## config.mk

```make
export PLATFORM = sky130hd
export DESIGN_NAME = instr_encoder_loader
export DESIGN_NICKNAME = d
export VERILOG_FILES = /design/src/rtl/instr_encoder_loader.sv
export SDC_FILE = /design/constraint.sdc
export NUM_CORES = 1
export LEC_CHECK = 0
export ABC_AREA = 1
export BUFFER_PORTS_ARGS = -buffer_cell sky130_fd_sc_hd__clkbuf_2
export CAP_MARGIN = 20
export CORE_MARGIN = 4
export CORE_UTILIZATION = 45
export DETAILED_ROUTE_END_ITERATION = 16
export PLACE_DENSITY_LB_ADDON = 0.12
export SYNTH_ARGS = -nofsm -noshare
export SYNTH_HDL_FRONTEND = slang
export SYNTH_SLANG_ARGS = --single-unit
```

## constraint.sdc

```tcl
create_clock -name clk -period 1.5 [get_ports clk]
set_input_delay 0.15 -clock clk [delete_from_list [all_inputs] [get_ports clk]]
set_output_delay 0.15 -clock clk [all_outputs]
set_load 0.01 [all_outputs]
```

## src/rtl/instr_encoder_loader.sv

```systemverilog
// Instruction encoder/loader: packs symbolic instruction beats into 32-bit words and writes them into
// instruction memory from address 0. Optional macro HALT_APPEND_EN appends a 32'hFFFF_FFFF terminator word.
module instr_encoder_loader #(
    parameter int ADDR_WIDTH = 8
) (
    input  logic                  clk,
    input  logic                  rst_n,
    input  logic                  start,
    input  logic                  in_valid,
    output logic                  in_ready,
    input  logic [2:0]            in_kind,
    input  logic [4:0]            in_rs,
    input  logic [4:0]            in_rt,
    input  logic [4:0]            in_rd,
    input  logic [5:0]            in_funct,
    input  logic [15:0]           in_imm,
    input  logic                  in_last,
    output logic                  imem_we,
    output logic [ADDR_WIDTH-1:0] imem_addr,
    output logic [31:0]           imem_wdata,
    output logic [ADDR_WIDTH:0]   count,
    output logic                  done,
    output logic                  err_illegal,
    output logic                  err_full
);
    localparam logic [ADDR_WIDTH:0] DEPTH_V = {1'b1, {ADDR_WIDTH{1'b0}}};
    localparam logic [ADDR_WIDTH:0] LAST_V  = {1'b0, {ADDR_WIDTH{1'b1}}};
    localparam logic [ADDR_WIDTH:0] ONE_V   = {{ADDR_WIDTH{1'b0}}, 1'b1};

    typedef enum logic [1:0] {
        ST_IDLE = 2'd0,
        ST_LOAD = 2'd1,
        ST_END  = 2'd2
`ifdef HALT_APPEND_EN
        , ST_HALT = 2'd3
`endif
    } state_t;

`ifdef HALT_APPEND_EN
    localparam logic [31:0] HALT_WORD = 32'hFFFF_FFFF;
    localparam state_t ST_AFTER_LAST = ST_HALT;
`else
    localparam state_t ST_AFTER_LAST = ST_END;
`endif

    function automatic logic [31:0] encode_word(
        input logic [2:0]  kind,
        input logic [4:0]  rs,
        input logic [4:0]  rt,
        input logic [4:0]  rd,
        input logic [5:0]  funct,
        input logic [15:0] imm
    );
        logic [31:0] word;
        case (kind)
            3'd0:    word = {6'b000000, rs, rt, rd, 5'b00000, funct};
            3'd1:    word = {6'b000001, rs, rt, imm};
            3'd2:    word = {6'b000010, rs, rt, imm};
            3'd3:    word = {6'b000011, rs, rt, imm};
            3'd4:    word = {6'b000100, rs, rt, imm};
            default: word = 32'h0000_0000;
        endcase
        return word;
    endfunction

    state_t              state_r;
    state_t              state_nxt_s;
    logic [ADDR_WIDTH:0] wptr_r;
    logic [ADDR_WIDTH:0] count_r;
    logic                in_ready_s;
    logic                accept_s;
    logic                legal_s;
    logic                wr_s;
    logic [31:0]         wdata_s;
    logic                clear_s;
    logic                set_ill_s;
    logic                set_full_s;
    logic                imem_we_r;
    logic [ADDR_WIDTH-1:0] imem_addr_r;
    logic [31:0]         imem_wdata_r;
    logic                done_r;
    logic                err_ill_r;
    logic                err_full_r;

    assign in_ready_s = (state_r == ST_LOAD) && (count_r < DEPTH_V);
    assign accept_s   = in_valid && in_ready_s;
    assign legal_s    = (in_kind <= 3'd4);

    assign in_ready    = in_ready_s;
    assign imem_we     = imem_we_r;
    assign imem_addr   = imem_addr_r;
    assign imem_wdata  = imem_wdata_r;
    assign count       = count_r;
    assign done        = done_r;
    assign err_illegal = err_ill_r;
    assign err_full    = err_full_r;

    // State register
    always_ff @(posedge clk or negedge rst_n) begin
        if (!rst_n) begin
            state_r <= ST_IDLE;
        end else begin
            state_r <= state_nxt_s;
        end
    end

    // Next-state and per-cycle write/flag decisions
    always_comb begin
        state_nxt_s = state_r;
        wr_s        = 1'b0;
        wdata_s     = encode_word(in_kind, in_rs, in_rt, in_rd, in_funct, in_imm);
        clear_s     = 1'b0;
        set_ill_s   = 1'b0;
        set_full_s  = 1'b0;
        case (state_r)
            ST_IDLE: begin
                if (start) begin
                    state_nxt_s = ST_LOAD;
                    clear_s     = 1'b1;
                end else begin
                    state_nxt_s = ST_IDLE;
                end
            end
            ST_LOAD: begin
                if (accept_s) begin
                    wr_s      = legal_s;
                    set_ill_s = ~legal_s;
                    // A last beat ends normally even if it also fills memory.
                    if (in_last) begin
                        state_nxt_s = ST_AFTER_LAST;
                    end else if (legal_s && (count_r == LAST_V)) begin
                        state_nxt_s = ST_END;
                        set_full_s  = 1'b1;
                    end else begin
                        state_nxt_s = ST_LOAD;
                    end
                end else begin
                    state_nxt_s = ST_LOAD;
                end
            end
`ifdef HALT_APPEND_EN
            ST_HALT: begin
                wdata_s = HALT_WORD;
                if (count_r < DEPTH_V) begin
                    wr_s = 1'b1;
                end else begin
                    set_full_s = 1'b1;
                end
                state_nxt_s = ST_END;
            end
`endif
            ST_END: begin
                state_nxt_s = ST_IDLE;
            end
            default: begin
                state_nxt_s = ST_IDLE;
            end
        endcase
    end

    // Registered memory port, counters and sticky session flags
    always_ff @(posedge clk or negedge rst_n) begin
        if (!rst_n) begin
            imem_we_r    <= 1'b0;
            imem_addr_r  <= {ADDR_WIDTH{1'b0}};
            imem_wdata_r <= 32'h0000_0000;
            wptr_r       <= {(ADDR_WIDTH+1){1'b0}};
            count_r      <= {(ADDR_WIDTH+1){1'b0}};
            done_r       <= 1'b0;
            err_ill_r    <= 1'b0;
            err_full_r   <= 1'b0;
        end else begin
            imem_we_r <= wr_s;
            done_r    <= (state_r == ST_END);
            if (clear_s) begin
                wptr_r     <= {(ADDR_WIDTH+1){1'b0}};
                count_r    <= {(ADDR_WIDTH+1){1'b0}};
                err_ill_r  <= 1'b0;
                err_full_r <= 1'b0;
            end else begin
                if (wr_s) begin
                    imem_addr_r  <= wptr_r[ADDR_WIDTH-1:0];
                    imem_wdata_r <= wdata_s;
                    wptr_r       <= wptr_r + ONE_V;
                    count_r      <= count_r + ONE_V;
                end
                if (set_ill_s) begin
                    err_ill_r <= 1'b1;
                end
                if (set_full_s) begin
                    err_full_r <= 1'b1;
                end
            end
        end
    end

endmodule

```

==> flow_summary.yaml, run 1 <==
outcome:
  status: "complete, but fails checks"
  violations: "setup timing"
sta:
  slew_violations: 0
  worst_slack_ps: -166
  hold_violations: 0
  fin_setup_tns_ps: -457
  finalCritPeriodShare_pct: 111
  skew_ps: 9.96
  rsz0062_at_grt: "true"
  fmax_mhz: 600
  setup_viol: 3
  min_period_ps: 1670
yosys:
  synth_ff_type: "dfrtp_1"
  synth_seq_cells: 60
  synth_edf_count: 0
  synth.cell_area_um2: 2760
  synth.area.top_cells: "dfrtp_1 54%, nand2_1 17%, nand3_1 4.4%, inv_1 3.7%, o211ai_1 3.0%"
  yosysWarnings: 0
  synthCells: 327
  synth_cell_type_count: 24
  synth.top_cell.area_share_pct: 54.5
  seq_area_frac_synth_pct: 54.5
  ys_async_sr_fraction_pct: 100
  synth_largest_area_cell: "dfrtp_1"
  synth_area_per_cell_um2: 8.43
layout:
  syn_to_final_growth_pct: 36.6
  final_nets: 492
  drive_gt1_share_pct: 35.9
  antenna_cells: 0
  fin_util_pct: 63.6
  fin_area_um2: 3770
clocking:
  cts_tree: "done"
  cts.htree.levels: 3
  clkTransAtPathRegs_ps: 70
  clkSinkCount: 60
  root_buffer: "clkbuf_8"
  cts_buffers: 9
  clk_latency_ps: 330
  cts.path.max_buffers: 2
job:
  max-cap-violations: 0
place:
  port_buffers: 95
  dp_hpwl_um: 4720
  post_dp_cell_area_um2: 3400
  place_congestion: 0.870
die:
  rows: 28
  die_area_um2: 7440
  core_area_um2: 5920
  die_h_um: 86.3
  io_pins: 99
  start_util_pct: 46.6
  fp.dieW_um: 86.3
pwr:
  p_int_mw: 3.99
  switching_share_pct: 34.1
  power.share.clock_pct: 27.7
  comb_power_share_pct: 32.8
  switchingPower_mw: 2.06
  powerDensity_nw_per_um2: 1610
  vdd_drop_max_uv: 1110
  seq_power_share_pct: 39.5
  p_leak_nw: 2.04
routing:
  first_pass_iters: 6
  wire_per_inst_um: 13.3
  vias: 2541
  drcViolationCount: 0
  initialDrtViolationCount: 85
  ant_nets: 0
  routed_via_density: 4.85
  routed_wl_um: 6970
setup_path:
  required_ps: 1720
  crit_buf_inv: 1
  crit_path_cell_trace: "ha_2, nand3_4, nor2_4, nand3_2, nor2_4, ha_4, inv_2, nor2_4, o21ai_2, nand2_1, nand2_1"
  critPathMaxFanout: 2
  cp-start-kind: "flip-flop"
  cp-end-kind: "flip-flop"
  crit_cells: 11
  arrival_ps: 1880
  critPathMaxStageDelay_ps: 360
  cp_top_family: "simple AND/OR/NAND/NOR gates"
  critPathKind: "reg2reg"
  crit_slowest_cell: "dfrtp_1"
  cp_common_cell: "nor2_4"
  rr_worst_depth: 11
global_route:
  grt_usage_pct: 19.2
  grt_pass1_wl_um: 11300
  grt_remaining_overflow: 0
  grt_pass1_vias: 2479
  grt_max_degree: 61
  antenna_found_initial: 0
worst_hold_path:
  hold_path.class: "in2reg"
  whs_path_depth: 3
==> worst register-to-register path: stages, from the launching register on <==
cell	delay, ps
dfrtp_1	360
ha_2	210
nand3_4	100
nor2_4	140
nand3_2	110
nor2_4	120
ha_4	130
inv_2	40
nor2_4	140
o21ai_2	80
nand2_1	60
nand2_1	60
==> per-stage QoR <==
step	cells	total power, mW	hold WS, ps	worst slack, ps
floorplan	329	3.44	-146	-145
global placement	500	4.32	187	-57.3
detailed placement	500	4.38	184	-113
CTS	521	6.10	6.53	-64.7
global route	524	6.48	14.9	-270
finish	524	6.05	23.5	-166
==> worst paths after layout <==
path	slack, ps	to	startpoint
max	-170	state_r[0]	count[1]
min	20	imem_wdata[22]	in_rs[1]
max reg2reg	-170	state_r[0]	count[1]
min reg2reg	470	imem_wdata[18]	imem_wdata[18]
max in group asynchronous	870	imem_addr[0]	rst_n
min in group asynchronous	360	imem_wdata[23]	rst_n
==> Yosys cell counts (2+ instances only) <==
cell type and instances:
a21oi_1 2, o211ai_1 11, or2_1 2, nand4_1 7, nand3_1 24, ha_1 3, o21ai_0 13, o21ai_1 8
nand2_1 122, inv_1 27, nor2_1 14, nor2_2 3, buf_2 6, or2_2 9, buf_4 7, xor2_1 2
dfrtp_1 60
==> logic make-up (layout without fill, tap and decap cells) <==
family          Yosys count  in the layout  share of synthesized area, %
flops                    60             60                          54.5
buf+inv                  42            162                          7.22
compound gates           35             35                          7.44
xor+xnor                  2              2                         0.636
other cells               1              3                         0.136
simple gates            184            184                          28.7
fa+ha+maj                 3              3                          1.36
==> repair_timing <==
| item | 4_1_cts | 5_1_grt |
|---|---|---|
| hold buffers | 1 | 0 |
| endpoints found under the hold margin | 60 | 0 |
| endpoints found under the setup margin | 4 | 4 |
| pin swaps | 3 | 9 |
| setup buffers | 4 | 3 |
| gates resized for setup | 3 | 13 |
==> registers in the layout (all words and copies together) (netlist names) <==
| signal | flops |
|---|---|
| count | 9 |
| done | 1 |
| err_full | 1 |
| err_illegal | 1 |
| imem_addr | 8 |
| imem_wdata | 29 |
| imem_we | 1 |
| state_r | 2 |
| wptr_r | 8 |
==> layout make-up <==
cell class,count,area [um2]
well taps,75,93.8
clock buffers,12,165
repair buffers,119,696
clock inverters,4,70.1
fillers,524,2150
flip-flops and latches,60,1500
multi-input cells,227,1140
inverters,27,101
==> power groups by stage <==
stage | clock network [mW] | logic [mW] | registers [mW]
finish | 1.67 | 1.99 | 2.39
global route | 1.78 | 2.25 | 2.45
CTS | 1.71 | 2.00 | 2.39
detailed placement | 0 | 1.97 | 2.41
global placement | 0 | 1.93 | 2.39
floorplan | 0 | 0.817 | 2.62
==> cell usage in the layout (no fill, tap or decap), types with 2 or more instances in the layout <==
cell,synthesis,layout
conb_1,1,3
nand3_1,24,21
nand2_1,122,122
nand3_2,0,2
nor2_2,3,3
clkbuf_2,0,95
dfrtp_1,60,60
o21ai_0,13,12
clkbuf_8,0,12
nor2_1,14,10
inv_2,0,2
or2_1,2,2
o211ai_1,11,11
bufinv_16,0,2
o21ai_1,8,8
buf_4,7,20
or2_2,9,9
nor2_4,0,4
buf_12,0,3
inv_1,27,25
xor2_1,2,2
clkinv_2,0,2
nand4_1,7,7
==> layer usage <==
metal	vias up	track usage (%)	part of all wire, %	wire length, um
li1	1275	-	-	-
met1	1193	26.8	46	3180
met2	66	29.4	47	3300
met3	7	3.23	5.6	393
met4	0	8.78	1.4	95
met5	-	0	0	0
(Power assumes the default switching activity.)
==> run 2, diff against run 1 <==
Settings changed: CORE_ASPECT_RATIO set to 1.2, PLACE_DENSITY set to 0.87, PLACE_DENSITY_LB_ADDON 0.12 to not set.
==> flow_summary.yaml, run 2 (synthesized netlist as in run 1, its figures left out) <==
job:
  max-cap-violations: 0
clocking:
  cts_buffers: 9
  root_buffer: "clkbuf_8"
  cts_tree: "done"
  clk_latency_ps: 330
  clkTransAtPathRegs_ps: 70
  cts.htree.levels: 3
  clkSinkCount: 60
  cts.path.max_buffers: 2
global_route:
  grt_max_degree: 45
  antenna_found_initial: 0
  grt_pass1_vias: 2528
  grt_remaining_overflow: 0
  grt_pass1_wl_um: 11200
  grt_usage_pct: 19.0
setup_path:
  cp-end-kind: "flip-flop"
  cp-start-kind: "flip-flop"
  cp_top_family: "simple AND/OR/NAND/NOR gates"
  arrival_ps: 1870
  required_ps: 1760
  crit_path_cell_trace: "ha_4, nand3_4, nor2_4, nand3_2, nor2_1, ha_2, inv_2, nor2_4, nand3_2, a21oi_2"
  critPathKind: "reg2reg"
  critPathMaxStageDelay_ps: 400
  critPathMaxFanout: 2
  crit_slowest_cell: "dfrtp_1"
  crit_buf_inv: 1
pwr:
  switchingPower_mw: 2.05
  p_leak_nw: 2.01
  comb_power_share_pct: 35.6
  powerDensity_nw_per_um2: 1560
  vdd_drop_max_uv: 919
  p_int_mw: 3.72
  power.share.clock_pct: 22.7
  switching_share_pct: 35.5
  seq_power_share_pct: 41.7
place:
  dp_hpwl_um: 4980
  place_congestion: 0.820
  dp_slack_ps: -115
  port_buffers: 95
routing:
  met1_length_um: 2830
  wl_met3_um: 416
  wl_met2_um: 3500
  vias: 2606
  initialDrtViolationCount: 89
  routed_wl_um: 6950
  wire_per_inst_um: 13.2
  first_pass_iters: 5
  routed_via_density: 4.94
  ant_nets: 0
  top_layer: "met4"
  drcViolationCount: 0
sta:
  worst_slack_ps: -107
  worst_hold_slack_ps: 11.8
  slew_violations: 0
  min_period_ps: 1610
  setup_viol: 3
  rsz0062_at_grt: "true"
  finalCritPeriodShare_pct: 107
  fin_setup_tns_ps: -217
  skew_ps: 8.11
  fmax_mhz: 622
  hold_violations: 0
die:
  fp.dieW_um: 79.4
  io_pins: 99
  core_area_um2: 5820
  die_h_um: 93.7
  start_util_pct: 47.4
  die_area_um2: 7450
  rows: 30
layout:
  syn_to_final_growth_pct: 34.6
  fill_cells: 489
  largest_reg_flops: 29
  drive_gt1_share_pct: 35.3
  fin_util_pct: 63.8
  layout_common_cells: "121 x nand2_1, 95 x clkbuf_2, 60 x dfrtp_1, 25 x inv_1"
  final_nets: 493
  antenna_cells: 0
  final_common_cell: "nand2_1"
outcome:
  violations: "setup timing"
  status: "complete, but fails checks"
worst_hold_path:
  hold_path.class: "in2reg"
[run 2: path summary, 6_finish.rpt]
check,start,to,slack [ps],cells after the start
setup / recovery,count[0],err_full,-110,10
hold reg to reg,imem_wdata[25],imem_wdata[25],470,2
max in group asynchronous,rst_n,imem_wdata[5],620,3
hold / removal,in_rs[4],imem_wdata[25],10,3
min in group asynchronous,rst_n,imem_wdata[22],290,2
setup reg to reg,count[0],err_full,-110,10
[run 2: layout make-up]
type / instances / area, um2 / area share (%)
Clock buffer: 11 / 131 / 3.54
Timing Repair Buffer: 120 / 703 / 18.9
Sequential cell: 60 / 1500 / 40.5
Clock inverter: 3 / 40.0 / 1.08
Tap cell: 80 / 100 / 2.70
Multi-Input combinational cell: 227 / 1130 / 30.5
Inverter: 27 / 101 / 2.73
[run 2: metal layers]
metal,global-route usage (%),vias up
li1,-,1272
met1,22.7,1222
met2,32.8,92
met3,3.26,20
met4,9.60,0
met5,0,-
[run 2: what timing repair did]
| item | in CTS | in global routing |
|---|---|---|
| resized for setup | 3 | 13 |
| endpoints found under the hold margin | 16 | 0 |
| endpoints found under the setup margin | 3 | 7 |
| pin swaps | 2 | 6 |
| hold buffers | 1 | 0 |
| setup buffers | 4 | 4 |
[run 2: power groups by stage]
stage	Combinational (mW)	Sequential (mW)	Clock (mW)
floorplan	0.817	2.62	0
global placement	1.92	2.38	0
detailed placement	1.98	2.42	0
CTS	2.02	2.39	1.35
global route	2.31	2.46	1.41
finish	2.05	2.41	1.31
[run 2: stage by stage]
step | area (um2) | power, mW | std cells
3_3_place_gp | 3410 | 4.30 | 505
6_report | 3710 | 5.77 | 528
3_5_place_dp | 3410 | 4.39 | 505
2_1_floorplan | 2770 | 3.44 | 329
5_1_grt | 3710 | 6.18 | 528
4_1_cts | 3630 | 5.76 | 524
[run 2: worst reg2reg max path: stages, from the launching register on]
cell	delay (ps)
dfrtp_1	400
ha_4	170
nand3_4	100
nor2_4	130
nand3_2	80
nor2_1	110
ha_2	180
inv_2	50
nor2_4	130
nand3_2	80
a21oi_2	130
==> run 3, diff against run 2 <==
Settings changed: CELL_PAD_IN_SITES_DETAIL_PLACEMENT set to 0, CELL_PAD_IN_SITES_GLOBAL_PLACEMENT set to 1, CORE_UTILIZATION 45 to 33, CTS_BUF_LIST set to sky130_fd_sc_hd__clkbuf_8, PLACE_DENSITY 0.87 to not set, PLACE_DENSITY_LB_ADDON set to 0.1.
==> flow_summary.yaml, run 3 (synthesized netlist as in run 1, its figures left out) <==
routing:
  ant_nets: 0
  first_pass_iters: 4
  routed_via_density: 4.47
  drcViolationCount: 0
  routed_wl_um: 7270
  vias: 2546
  wire_per_inst_um: 12.8
  initialDrtViolationCount: 66
job:
  max-cap-violations: 0
sta:
  setup_viol: 2
  slew_violations: 0
  fmax_mhz: 633
  hold_violations: 0
  rsz0062_at_grt: "true"
  fin_setup_tns_ps: -143
  skew_ps: 6.02
  worst_slack_ps: -78.6
  finalCritPeriodShare_pct: 105
  min_period_ps: 1580
setup_path:
  critPathKind: "reg2reg"
  cp-end-kind: "flip-flop"
  arrival_ps: 1840
  critPathMaxFanout: 3
  cp-start-kind: "flip-flop"
  ff2ff_setup_slack_ps: -80
  rr_worst_depth: 10
  r2r-end: "err_full"
  required_ps: 1760
  r2r_start: "count[1]"
worst_hold_path:
  hp-start: "in_rs[1]"
  min_to: "imem_wdata[22]"
  hold_path.class: "in2reg"
  whs_path_depth: 3
global_route:
  grt_pass1_wl_um: 11900
  grt_max_degree: 25
  grt_remaining_overflow: 0
  grt_pass1_vias: 2452
  grt_usage_pct: 15.3
  antenna_found_initial: 0
die:
  fp.dieW_um: 91.4
  core_area_um2: 8150
  die_area_um2: 9880
  start_util_pct: 33.8
  io_pins: 99
  rows: 36
  die_h_um: 108
clocking:
  clkTransAtPathRegs_ps: 70
  root_buffer: "clkbuf_8"
  cts.path.max_buffers: 2
  cts_buffers: 9
  cts_tree: "done"
  clk_latency_ps: 330
  cts.htree.levels: 3
  clkSinkCount: 60
layout:
  layout_common_cells: "121 x nand2_1, 95 x clkbuf_2, 59 x dfrtp_1, 25 x inv_1"
  largest_reg_flops: 29
  fin_area_um2: 3860
  final_common_cell: "nand2_1"
  antenna_cells: 0
  final_nets: 499
  drive_gt1_share_pct: 36.2
  fin_util_pct: 47.3
  syn_to_final_growth_pct: 39.9
outcome:
  violations: "setup timing"
  status: "complete, but fails checks"
place:
  dp_hpwl_um: 5460
  place_congestion: 0.757
  port_buffers: 95
  post_dp_cell_area_um2: 3500
pwr:
  p_leak_nw: 2.07
  vdd_drop_max_uv: 661
  powerDensity_nw_per_um2: 1560
-- run 3: worst max path at each step --
stage | depth (start not counted) | slack (ps) | start | end
floorplan | 11 | -150 | count[0] | state_r[0]
finish | 10 | -80 | count[1] | err_full
global placement | 11 | -80 | count[1] | state_r[0]
detailed placement | 11 | -180 | count[1] | state_r[0]
global route | 10 | -210 | count[1] | err_full
CTS | 11 | -30 | count[1] | state_r[0]
-- run 3: area by class of cell --
class / count / area (um2)
clock buffers: 10 / 138
clock inverters: 6 / 78.8
fillers: 828 / 4300
inverters: 27 / 101
multi-input cells: 227 / 1120
flip-flops and latches: 60 / 1500
well taps: 114 / 143
repair buffers: 126 / 777
-- run 3: timing repair --
action                                 in CTS  in global routing
setup endpoints to repair                   4                 20
hold buffers                                4                  0
cloned                                      0                  1
gates resized for setup                     5                 12
buffers inserted                            1                  3
pin swaps                                   4                 10
endpoints found under the hold margin      15                  0
-- run 3: critical path, stage by stage (launching register included) --
cell and delay [ps]:
dfrtp_1 360, ha_2 210, nand3_4 80, nor2_4 130
nand3_2 90, nor2_2 90, ha_2 170, inv_2 40
nor2_4 110, nand3_1 70, a21oi_1 130
-- run 3: metrics by stage --
stage,hold slack [ps],power (mW),cells,setup slack (ps)
2_1_floorplan,-146,3.44,329,-145
3_3_place_gp,118,4.42,545,-81.2
3_5_place_dp,115,4.44,545,-179
4_1_cts,1.73,6.07,566,-31.1
5_1_grt,4.75,6.50,570,-214
6_report,21.1,6.04,570,-78.6
-- run 3: power breakdown --
group	switching [mW]	internal [mW]
combinational	1.19	0.879
clock	0.615	0.966
sequential	0.276	2.11
-- run 3: metal layers --
metal / up-vias / GRT usage [%] / wire length, um
li1: 1291 / - / -
met1: 1185 / 19.1 / 3310
met2: 61 / 24.8 / 3490
met3: 9 / 4.04 / 341
met4: 0 / 7.44 / 128
met5: - / 0 / 0
